**src/rtl/pid_pkg.sv**
```systemverilog
// Shared definitions for the plant emulator: FSM encoding, Q8.8 constants and a
// generic signed saturation helper.
package pid_pkg;

  typedef enum logic [2:0] {
    IDLE,
    WAIT_U,
    DELAY,
    UPDATE,
    EMIT
  } state_t;

  localparam logic signed [15:0] ONE  = 16'sh0100;
  localparam logic signed [15:0] HALF = 16'sh0080;

  // Wide enough for any MAC result the emulator produces.
  localparam int ACC_W = 48;
  localparam logic signed [ACC_W-1:0] ACC_ONE = 1;

  typedef struct packed {
    logic signed [ACC_W-1:0] value;
    logic                    clipped;
  } sat_t;

  // Clamp v into the signed range of a width-bit word.
  function automatic sat_t sat_signed(input logic signed [ACC_W-1:0] v,
                                      input int unsigned width);
    logic signed [ACC_W-1:0] hi;
    logic signed [ACC_W-1:0] lo;
    sat_t r;
    hi = (ACC_ONE <<< (width - 1)) - ACC_ONE;
    lo = -hi - ACC_ONE;
    r.value   = v;
    r.clipped = 1'b0;
    if (v > hi) begin
      r.value   = hi;
      r.clipped = 1'b1;
    end else if (v < lo) begin
      r.value   = lo;
      r.clipped = 1'b1;
    end
    return r;
  endfunction

endpackage

```
**src/rtl/plant_emulator_if.sv**
```systemverilog
// Sample path between controller and plant: u goes in, y comes back.
interface plant_emulator_if #(
  parameter int DATA_WIDTH = 16
);
  // u transfers on a clock edge where u_valid and u_ready are both high; the
  // master holds u_in stable while u_valid is high. y_valid is a one-cycle
  // pulse with no back-pressure, and y_out holds between pulses.
  logic signed [DATA_WIDTH-1:0] u_in;
  logic                         u_valid;
  logic                         u_ready;
  logic signed [DATA_WIDTH-1:0] y_out;
  logic                         y_valid;

  modport master (output u_in, u_valid, input u_ready, y_out, y_valid);
  modport slave  (input u_in, u_valid, output u_ready, y_out, y_valid);
endinterface

```
**src/rtl/plant_emulator_delay_ring.sv**
```systemverilog
// Register-file ring buffer with a write pointer and a combinational tap at a
// programmable distance behind it; offset 0 bypasses to the write data.
module delay_ring #(
  parameter  int DEPTH = 16,
  parameter  int WIDTH = 16,
  localparam int AW    = $clog2(DEPTH)
) (
  input  logic             clk,
  input  logic             rst_n,
  input  logic             wr_en,
  input  logic [WIDTH-1:0] wr_data,
  input  logic [AW-1:0]    offset,
  output logic [WIDTH-1:0] rd_data
);

  logic [WIDTH-1:0] mem [DEPTH];
  logic [AW-1:0]    wr_ptr;
  logic [AW-1:0]    rd_idx;

  // DEPTH is a power of two, so the subtraction wraps naturally.
  assign rd_idx  = wr_ptr - offset;
  assign rd_data = (offset == '0) ? wr_data : mem[rd_idx];

  always_ff @(posedge clk or negedge rst_n) begin
    if (!rst_n) begin
      for (int i = 0; i < DEPTH; i++) mem[i] <= '0;
      wr_ptr <= '0;
    end else if (wr_en) begin
      mem[wr_ptr] <= wr_data;
      wr_ptr      <= wr_ptr + 1'b1;
    end
  end

endmodule

```
**src/rtl/plant_emulator.sv**
```systemverilog
// First-order plant with dead time, y[n] = a*y[n-1] + b*u[n-d], advanced once
// per sample tick. Closes the loop around a controller in HIL tests.
module plant_emulator
  import pid_pkg::*;
#(
  parameter  int DATA_WIDTH  = 16,
  parameter  int FRAC_BITS   = 8,
  parameter  int DELAY_DEPTH = 16,
  parameter  int DIV_WIDTH   = 16,
  localparam int DA          = $clog2(DELAY_DEPTH)
) (
  input  logic                  clk,
  input  logic                  rst_n,
  input  logic                  enable,
  input  logic [DIV_WIDTH-1:0]  sample_div,
  input  logic signed [15:0]    coef_a,
  input  logic signed [15:0]    coef_b,
  input  logic [DA-1:0]         delay_len,
  plant_emulator_if.slave       bus,
  output logic                  sat,
  output logic                  overrun,
  output state_t                dbg_state
);

  state_t                          state;
  logic [DIV_WIDTH-1:0]            cnt;
  logic                            tick;
  logic signed [DATA_WIDTH-1:0]    u_q;
  logic signed [DATA_WIDTH-1:0]    ud_q;
  logic signed [DATA_WIDTH-1:0]    y_q;
  logic                            y_valid_q;
  logic                            u_ready_q;
  logic                            sat_q;
  logic                            overrun_q;
  logic [DATA_WIDTH-1:0]           ring_rd;
  logic signed [DATA_WIDTH+15:0]   prod_a;
  logic signed [DATA_WIDTH+15:0]   prod_b;
  logic signed [DATA_WIDTH+16:0]   acc;
  logic signed [DATA_WIDTH+16:0]   acc_sh;
  sat_t                            sr;
  logic                            unused_sat_hi;

  assign tick = enable && (cnt == sample_div);

  always_ff @(posedge clk or negedge rst_n) begin
    if (!rst_n)           cnt <= '0;
    else if (!enable)     cnt <= '0;
    else if (tick)        cnt <= '0;
    else                  cnt <= cnt + 1'b1;
  end

  // The ring only advances when DELAY completes with enable still high.
  delay_ring #(
    .DEPTH (DELAY_DEPTH),
    .WIDTH (DATA_WIDTH)
  ) u_ring (
    .clk     (clk),
    .rst_n   (rst_n),
    .wr_en   (enable && (state == DELAY)),
    .wr_data (u_q),
    .offset  (delay_len),
    .rd_data (ring_rd)
  );

  assign prod_a = coef_a * y_q;
  assign prod_b = coef_b * ud_q;
  assign acc    = {prod_a[DATA_WIDTH+15], prod_a} + {prod_b[DATA_WIDTH+15], prod_b};
  assign acc_sh = acc >>> FRAC_BITS;
  assign sr     = sat_signed(ACC_W'(acc_sh), DATA_WIDTH);
  assign unused_sat_hi = ^sr.value[ACC_W-1:DATA_WIDTH];

  always_ff @(posedge clk or negedge rst_n) begin
    if (!rst_n) begin
      state     <= IDLE;
      u_q       <= '0;
      ud_q      <= '0;
      y_q       <= '0;
      y_valid_q <= 1'b0;
      u_ready_q <= 1'b0;
      sat_q     <= 1'b0;
      overrun_q <= 1'b0;
    end else begin
      y_valid_q <= 1'b0;
      // Dropped ticks are flagged but never disturb the sample in progress.
      if (tick && state != IDLE) overrun_q <= 1'b1;
      if (!enable) begin
        state     <= IDLE;
        u_ready_q <= 1'b0;
      end else begin
        case (state)
          IDLE: begin
            if (tick) begin
              state     <= WAIT_U;
              u_ready_q <= 1'b1;
            end
          end
          WAIT_U: begin
            if (bus.u_valid && u_ready_q) begin
              u_q       <= bus.u_in;
              u_ready_q <= 1'b0;
              state     <= DELAY;
            end
          end
          DELAY: begin
            ud_q  <= $signed(ring_rd);
            state <= UPDATE;
          end
          UPDATE: begin
            y_q       <= sr.value[DATA_WIDTH-1:0];
            y_valid_q <= 1'b1;
            if (sr.clipped) sat_q <= 1'b1;
            state     <= EMIT;
          end
          EMIT: begin
            state <= IDLE;
          end
          default: begin
            state     <= IDLE;
            u_ready_q <= 1'b0;
          end
        endcase
      end
    end
  end

  assign bus.u_ready = u_ready_q;
  assign bus.y_out   = y_q;
  assign bus.y_valid = y_valid_q;
  assign sat         = sat_q;
  assign overrun     = overrun_q;
  assign dbg_state   = state;

endmodule

```
**src/flat_wrapper.sv**
```systemverilog
// flat-port wrapper written by rule: the top's interface ports become plain ports
module plant_emulator_flat import pid_pkg::*;
#(
  parameter  int DATA_WIDTH  = 16,
  parameter  int FRAC_BITS   = 8,
  parameter  int DELAY_DEPTH = 16,
  parameter  int DIV_WIDTH   = 16,
  localparam int DA          = $clog2(DELAY_DEPTH)
)
  (clk, rst_n, enable, sample_div, coef_a, coef_b, delay_len, sat, overrun, dbg_state, bus_u_in, bus_u_valid, bus_u_ready, bus_y_out, bus_y_valid);
  plant_emulator_if #(.DATA_WIDTH(DATA_WIDTH)) bus_i ();
  input  logic clk;
  input  logic rst_n;
  input  logic enable;
  input  logic [DIV_WIDTH-1:0] sample_div;
  input  logic signed [15:0] coef_a;
  input  logic signed [15:0] coef_b;
  input  logic [DA-1:0] delay_len;
  output logic sat;
  output logic overrun;
  output state_t dbg_state;
  input wire logic [$bits(bus_i.u_in)-1:0] bus_u_in;
  input wire logic [$bits(bus_i.u_valid)-1:0] bus_u_valid;
  output wire logic [$bits(bus_i.u_ready)-1:0] bus_u_ready;
  output wire logic [$bits(bus_i.y_out)-1:0] bus_y_out;
  output wire logic [$bits(bus_i.y_valid)-1:0] bus_y_valid;
  assign bus_i.u_in = bus_u_in;
  assign bus_i.u_valid = bus_u_valid;
  assign bus_u_ready = bus_i.u_ready;
  assign bus_y_out = bus_i.y_out;
  assign bus_y_valid = bus_i.y_valid;
  plant_emulator #(.DATA_WIDTH(DATA_WIDTH), .FRAC_BITS(FRAC_BITS), .DELAY_DEPTH(DELAY_DEPTH), .DIV_WIDTH(DIV_WIDTH)) u_core (.clk(clk), .rst_n(rst_n), .enable(enable), .sample_div(sample_div), .coef_a(coef_a), .coef_b(coef_b), .delay_len(delay_len), .bus(bus_i), .sat(sat), .overrun(overrun), .dbg_state(dbg_state));
endmodule
```
**config.mk**
```make
export PLATFORM = sky130hd
export DESIGN_NAME = plant_emulator_flat
export DESIGN_NICKNAME = d
export VERILOG_FILES = /design/src/rtl/pid_pkg.sv /design/src/rtl/plant_emulator_if.sv /design/src/rtl/plant_emulator_delay_ring.sv /design/src/rtl/plant_emulator.sv /design/src/flat_wrapper.sv
export SDC_FILE = /design/constraint.sdc
export NUM_CORES = 2
export LEC_CHECK = 0
export CORE_ASPECT_RATIO = 1.1
export CORE_MARGIN = 2
export CORE_UTILIZATION = 40
export DETAILED_ROUTE_END_ITERATION = 6
export PLACE_DENSITY_LB_ADDON = 0.08
export SYNTH_ARGS = -nofsm -noshare
export SYNTH_HDL_FRONTEND = slang
export SYNTH_HIERARCHICAL = 1
export SYNTH_SLANG_ARGS = --single-unit
```
**constraint.sdc**
```tcl
create_clock -name clk -period 9.2 [get_ports clk]
set_clock_uncertainty 0.05 [all_clocks]
set_input_delay 1.84 -clock clk [delete_from_list [all_inputs] [get_ports clk]]
set_output_delay 1.84 -clock clk [all_outputs]
set_load 0.02 [all_outputs]
```
* After elaboration in Yosys (flattened, before gate mapping)
Cells that the tools add are included.
Operators by class: add/sub/neg operators 4, multiply operators 2, order comparisons 5, equality and inequality tests 8, muxes and demuxes 21, bitwise gates (word level) 2, reduce and logical (&&, ||, !) cells 15
Operators by type and width (count):
- bitwise mux 256 bit | 1
- 2-to-1 mux 16 bit | 6
- binary-select mux 16 bit (select 4 bit) | 1
- demux 16 bit (select 4 bit) | 1
- multiplier 16 x 16 -> 32 bit | 2
- 2-to-1 mux 17 bit | 2
- adder 32 x 32 -> 33 bit | 1
- > comparator 25 x 16 -> 1 bit, second input constant | 1
- < comparator 25 x 16 -> 1 bit, second input constant | 1
- adder 16 x 1 -> 16 bit, second input constant | 1
- == test 16 bit | 1
- case mux 3 bit (4 select lines) | 1
- greater-or-equal comparator 5 bit, second input constant | 2
- inverter 4 -> 5 bit | 2
- 2-to-1 mux 3 bit | 3
- AND reduction 3 bit | 3
- == test 3 x 2 -> 1 bit, second input constant | 2
- inequality test 3 x 2 -> 1 bit, second input constant | 2
- AND reduction 2 bit | 3
- logical AND 1 bit | 5
- < comparator 5 x 1 -> 1 bit, second input constant | 1
- 2-to-1 mux 1 bit | 5
- adder 4 x 1 -> 4 bit, second input constant | 1
- zero test 4 bit | 1
- other kinds (8) | 8
Storage, ports and cells: flip-flop bits (word level) 331, bits of input ports 72, output and inout bits 23, logic and storage cells 83

* Longest topological paths before layout
depth in word-level cells 6, mapped depth 30, gate-level depth less buffers 27

* By module
Netlist, hierarchy kept.
By module, submodules not included:
- plant_emulator | instances 1, cells an instance 2430, area an instance 23314.9 µm², sequential area each 1776.7 µm²
- delay_ring | instances 1, cells an instance 757, area an instance 12179.2 µm², sequential area each 6506.2 µm²

* Worst setup path after synthesis
No wires, ideal clock.
kind input-to-reg, from input coef_b[15], to register u_core.y_q[11] (netlist: u_core/bus.y_out[11]), library setup time 0.145 ns, arrival time 9.263 ns, required time 9.005 ns, slack -0.257 ns, stages 26, buffers on the path 3, cell sequence clkbuf_1 > nand2_1 > inv_1 > fa_1 > fa_1 > inv_1 > fa_1 > fa_1 > inv_1 > fa_1 > inv_1 > fa_1 > fa_1 > fa_1 > inv_1 > ha_1 > clkbuf_1 > a21o_1 > a21oi_1 > o211ai_1 > o311a_1 > o311a_1 > or4_4 > o311ai_4 > buf_6 > o311ai_2
On the way: longest elaborated chain between the ends 5, elaborated cells between the ends (all ways) 6
Ends and longest elaborated chain:
- start: declaration | RTL line flat_wrapper.sv:17 | input logic signed [15:0] coef_b;
- multiplier 16 x 16 -> 32 bit * | RTL line plant_emulator.sv:66 | assign prod_b = coef_b * ud_q;
- adder 32 x 32 -> 33 bit * | RTL line plant_emulator.sv:67 | assign acc = {prod_a[DATA_WIDTH+15], prod_a} + {prod_b[DATA_WIDTH+15], prod_b};
- < comparator 25 x 16 -> 1 bit | RTL line pid_pkg.sv:38 | end else if (v < lo) begin
- 2-to-1 mux 17 bit | RTL line pid_pkg.sv:38
- 2-to-1 mux 17 bit * | RTL line pid_pkg.sv:35 | if (v > hi) begin
- end signal: assignment | RTL line plant_emulator.sv:109 | y_q <= sr.value[DATA_WIDTH-1:0];
- end: declaration | RTL line plant_emulator.sv:30 | logic signed [DATA_WIDTH-1:0] y_q;
Every way passes the cells marked *; elsewhere a longest branch is shown, timed or not. A chain may end at the register's enable or synchronous reset.

* Worst setup path in the final report
from input coef_b[8], to register u_core.y_q[5] (netlist: u_core/bus.y_out[5])
Same word-level chain as after synthesis.

==> results.sh <==
export IMPL_synth_compound_area_share_pct=3.34
export IMPL_routed_via_density=5.02
export IMPL_hold_viol_final=0
export IMPL_cts_htree_levels=2
export IMPL_dpl_hpwl_microns=74000
export IMPL_clk_latency_ns=0.58
export IMPL_clock_sinks=331
export IMPL_clockRootBuffer="clkbuf_16"
export IMPL_max_freq_mhz=111
export IMPL_area_growth_syn_to_layout_pct=18.0
export IMPL_crit_type="input pin to flop"
export IMPL_die_y_microns=316
export IMPL_synth_area_leader_cell="fa_1"
export IMPL_clk_pin_slew_ns=0.06
export IMPL_drv_slew=0
export IMPL_met1_usage_pct=29.6
export IMPL_hold_path_depth=1
export IMPL_critPathRequiredTime_ns=9.58
export IMPL_drt_initial_drc_count=1118
export IMPL_ys_seq_area_share_pct=23.3
export IMPL_first_global_vias=26700
export IMPL_reg2regPathDepth=27
export IMPL_fp_dieArea_sq_mm=0.0911
export IMPL_io_pins=95
export IMPL_cts_tree="yes"
export IMPL_coreArea_sq_mm=0.0879
export IMPL_irDropWorstVdd_mv=0.131
export IMPL_period_minus_slack_ns=9.03
export IMPL_synth_edf_count=0
export IMPL_netlist_top_cells_area="fa_1 (33%), dfrtp_1 (23%), mux2_1 (7.6%)"
export IMPL_wl_per_cell_microns=20.9
export IMPL_firstDrtPassIters=5
export IMPL_fin_ws_ns=0.170
export IMPL_timing_critical_path_mode_cell="fa_1"
export IMPL_grtUsageTotal_pct=22.2
export IMPL_yosys_warnings=6
export IMPL_vias=23300
export IMPL_layout_drive_gt1_share_pct=18.5
export IMPL_synthFlopType="dfrtp_1"
export IMPL_grt_pass1_wl_microns=155000
export IMPL_met2_usage_pct=39.0
export IMPL_grt_overflow=0
export IMPL_ant_nets=0
export IMPL_stdcell_area_sq_mm=0.0419
export IMPL_end_kind="flop"
export IMPL_totalWireLength_microns=97100
export IMPL_syn_cell_area_sq_mm=0.0355
export IMPL_antenna_cells=0
export IMPL_cp_slowest_stage_delay_ns=0.60
export IMPL_tightest_slew_ns=1.18
export IMPL_cts_made_buffers=38
export IMPL_nFillCells=8118
export IMPL_yosys_cell_count_top_type="inv_1"
export IMPL_rsz0062_at_grt="yes"
export IMPL_synth_cell_types=70
export IMPL_use_met3_pct=1.78
export IMPL_power_density_mw_per_mm2=139
export IMPL_netlist_instances=3187
export IMPL_grt_antenna_before_repair=0
export IMPL_nets=4267
export IMPL_drcViolationCount=0
export IMPL_slew_headroom_pct=19.6
export IMPL_p_leak_nw=21.4
export IMPL_place_congestion=0.866
export IMPL_synth_top_area_share_pct=32.9
export IMPL_fin_crit_sh_pct=98.1
export IMPL_start_util_pct=40.4
export IMPL_syn_nets=3996
export IMPL_yosys_area_share_adder_pct=38.3
export IMPL_outcome="completed"
export IMPL_pre_cts_ws_ns=-1.01
export IMPL_yosys_area_share_simple_pct=10.2
export IMPL_setup_viol=0
export IMPL_cp_max_fo=8
export IMPL_synth_avg_cell_area_sq_um=11.1
export IMPL_cts_buffer_depth=3
export IMPL_cp_arrival_ns=9.41
export IMPL_die_w_microns=288
export IMPL_synthArstFlopShare_pct=100
export IMPL_portBuffers=94
export IMPL_grt_busiest_layer="met2"
export IMPL_synth_top_family_by_area="adder cells"
export IMPL_synth_seq_cells=331
export IMPL_rows=114
export IMPL_power_total_w=0.00580
export IMPL_critPathSlowestCell="fa_1"
export IMPL_placed_cell_area_sq_mm=0.0393
export IMPL_yosys_mux_area_fraction_pct=14.3
export IMPL_cap_violations=0
export IMPL_synth_xor_area_share_pct=1.80
export IMPL_synth_commonest_cells="inv_1 (655), fa_1 (584), dfrtp_1 (331)"
export IMPL_grt_max_degree=194
export IMPL_startpoint_type="input pin"
export IMPL_hold_class="flop to flop"
-- report_power, final --
| part | leakage, nW | total (W) | internal, W | switching, W |
|---|---|---|---|---|
| sequential | 4.61 | 0.00149 | 0.00146 | 0.0000245 |
| combinational | 16.1 | 0.00279 | 0.00125 | 0.00153 |
| clock | 0.614 | 0.00153 | 0.000895 | 0.000634 |
-- cells in the final DEF, fill, tap and decap left out, types with 22 or more instances in the layout --
cell type,count
mux2_1,238
buf_12,25
clkbuf_16,40
inv_2,22
xor2_1,40
nor2_1,59
and2_1,257
fa_1,553
clkdlybuf4s50_1,63
inv_1,633
ha_1,135
a21oi_1,31
mux4_2,64
nand2_1,270
mux2i_1,34
buf_6,24
fa_2,31
mux2_2,49
xnor2_1,29
buf_4,221
dfrtp_1,331
-- critical path: cells and delay by family --
family,cells,cell delay [ns]
AO/OA/AOI/OAI,4,0.74
AND/OR/NAND/NOR,6,1.36
adder cells (fa/ha/maj),9,4.36
buffers and inverters,9,1.08
-- worst paths after layout --
check                                                         from                            endpoint  slack (ns)
worst min-delay path            u_core/u_ring/mem[202]$_DFFE_PN0P_  u_core/u_ring/mem[202]$_DFFE_PN0P_        0.43
min in group asynchronous                                    rst_n        u_core/bus.y_valid$_DFF_PN0_        1.15
worst max-delay path                                     coef_b[8]     u_core/bus.y_out[5]$_DFFE_PN0P_        0.17
worst min register to register  u_core/u_ring/mem[202]$_DFFE_PN0P_  u_core/u_ring/mem[202]$_DFFE_PN0P_        0.43
max in group asynchronous                                    rst_n  u_core/u_ring/mem[148]$_DFFE_PN0P_        6.41
worst max register to register     u_core/bus.y_out[9]$_DFFE_PN0P_     u_core/bus.y_out[5]$_DFFE_PN0P_        0.84
-- area by class of cell --
cell class	instances	area (sq um)	share of cell area, %
timing repair buffer	373	3580	8.55
clock inverter	11	155	0.371
multi-input combinational	2059	24800	59.3
inverter	655	2460	5.87
sequential	331	8280	19.8
clock buffer	58	1110	2.64
tap	1160	1450	3.47
-- metrics by stage --
stage | std cells | hold slack [ns] | utilization [%] | setup TNS [ns]
5_1_grt | 4647 | 0.442 | 47.6 | -0.716
4_1_cts | 4629 | 0.433 | 47.0 | 0
3_3_place_gp | 4525 | 0.412 | 44.8 | -14.53
6_report | 4647 | 0.429 | 47.6 | 0
2_1_floorplan | 3187 | 0.402 | - | 0
3_5_place_dp | 4525 | 0.419 | 44.8 | -15.37
-- flip-flops by register name, summed over array words and instances, names as in the netlist --
name                  count
u_core/sat                1
u_core/u_ring/mem       256
u_core/u_q               16
u_core/overrun            1
u_core/u_ring/wr_ptr      4
u_core/bus.y_out         16
u_core/cnt               16
u_core/dbg_state          3
u_core/bus.y_valid        1
u_core/ud_q              16
u_core/bus.u_ready        1
-- routing by layer --
layer	routed length, microns	share of wire (%)	vias up
li1	-	-	10400
met1	42600	44	12400
met2	49200	51	360
met3	2230	2.3	154
met4	3070	3.2	0
met5	0	0	-
-- repair_timing --
item                       4_1_cts  5_1_grt
pin swaps                       72      120
setup endpoints to repair       16       16
hold buffers                     0        0
setup buffers                   26       18
gates resized for setup         94      159
cloned                           9        2
-- cells by family after synthesis --
group | count (synthesis)
adder cells (fa/ha/maj) | 737
XOR/XNOR | 72
AND/OR/NAND/NOR | 716
flip-flops | 331
AO/OA/AOI/OAI | 146
buffers and inverters | 798
multiplexers | 387
(Power assumes the default switching activity.)
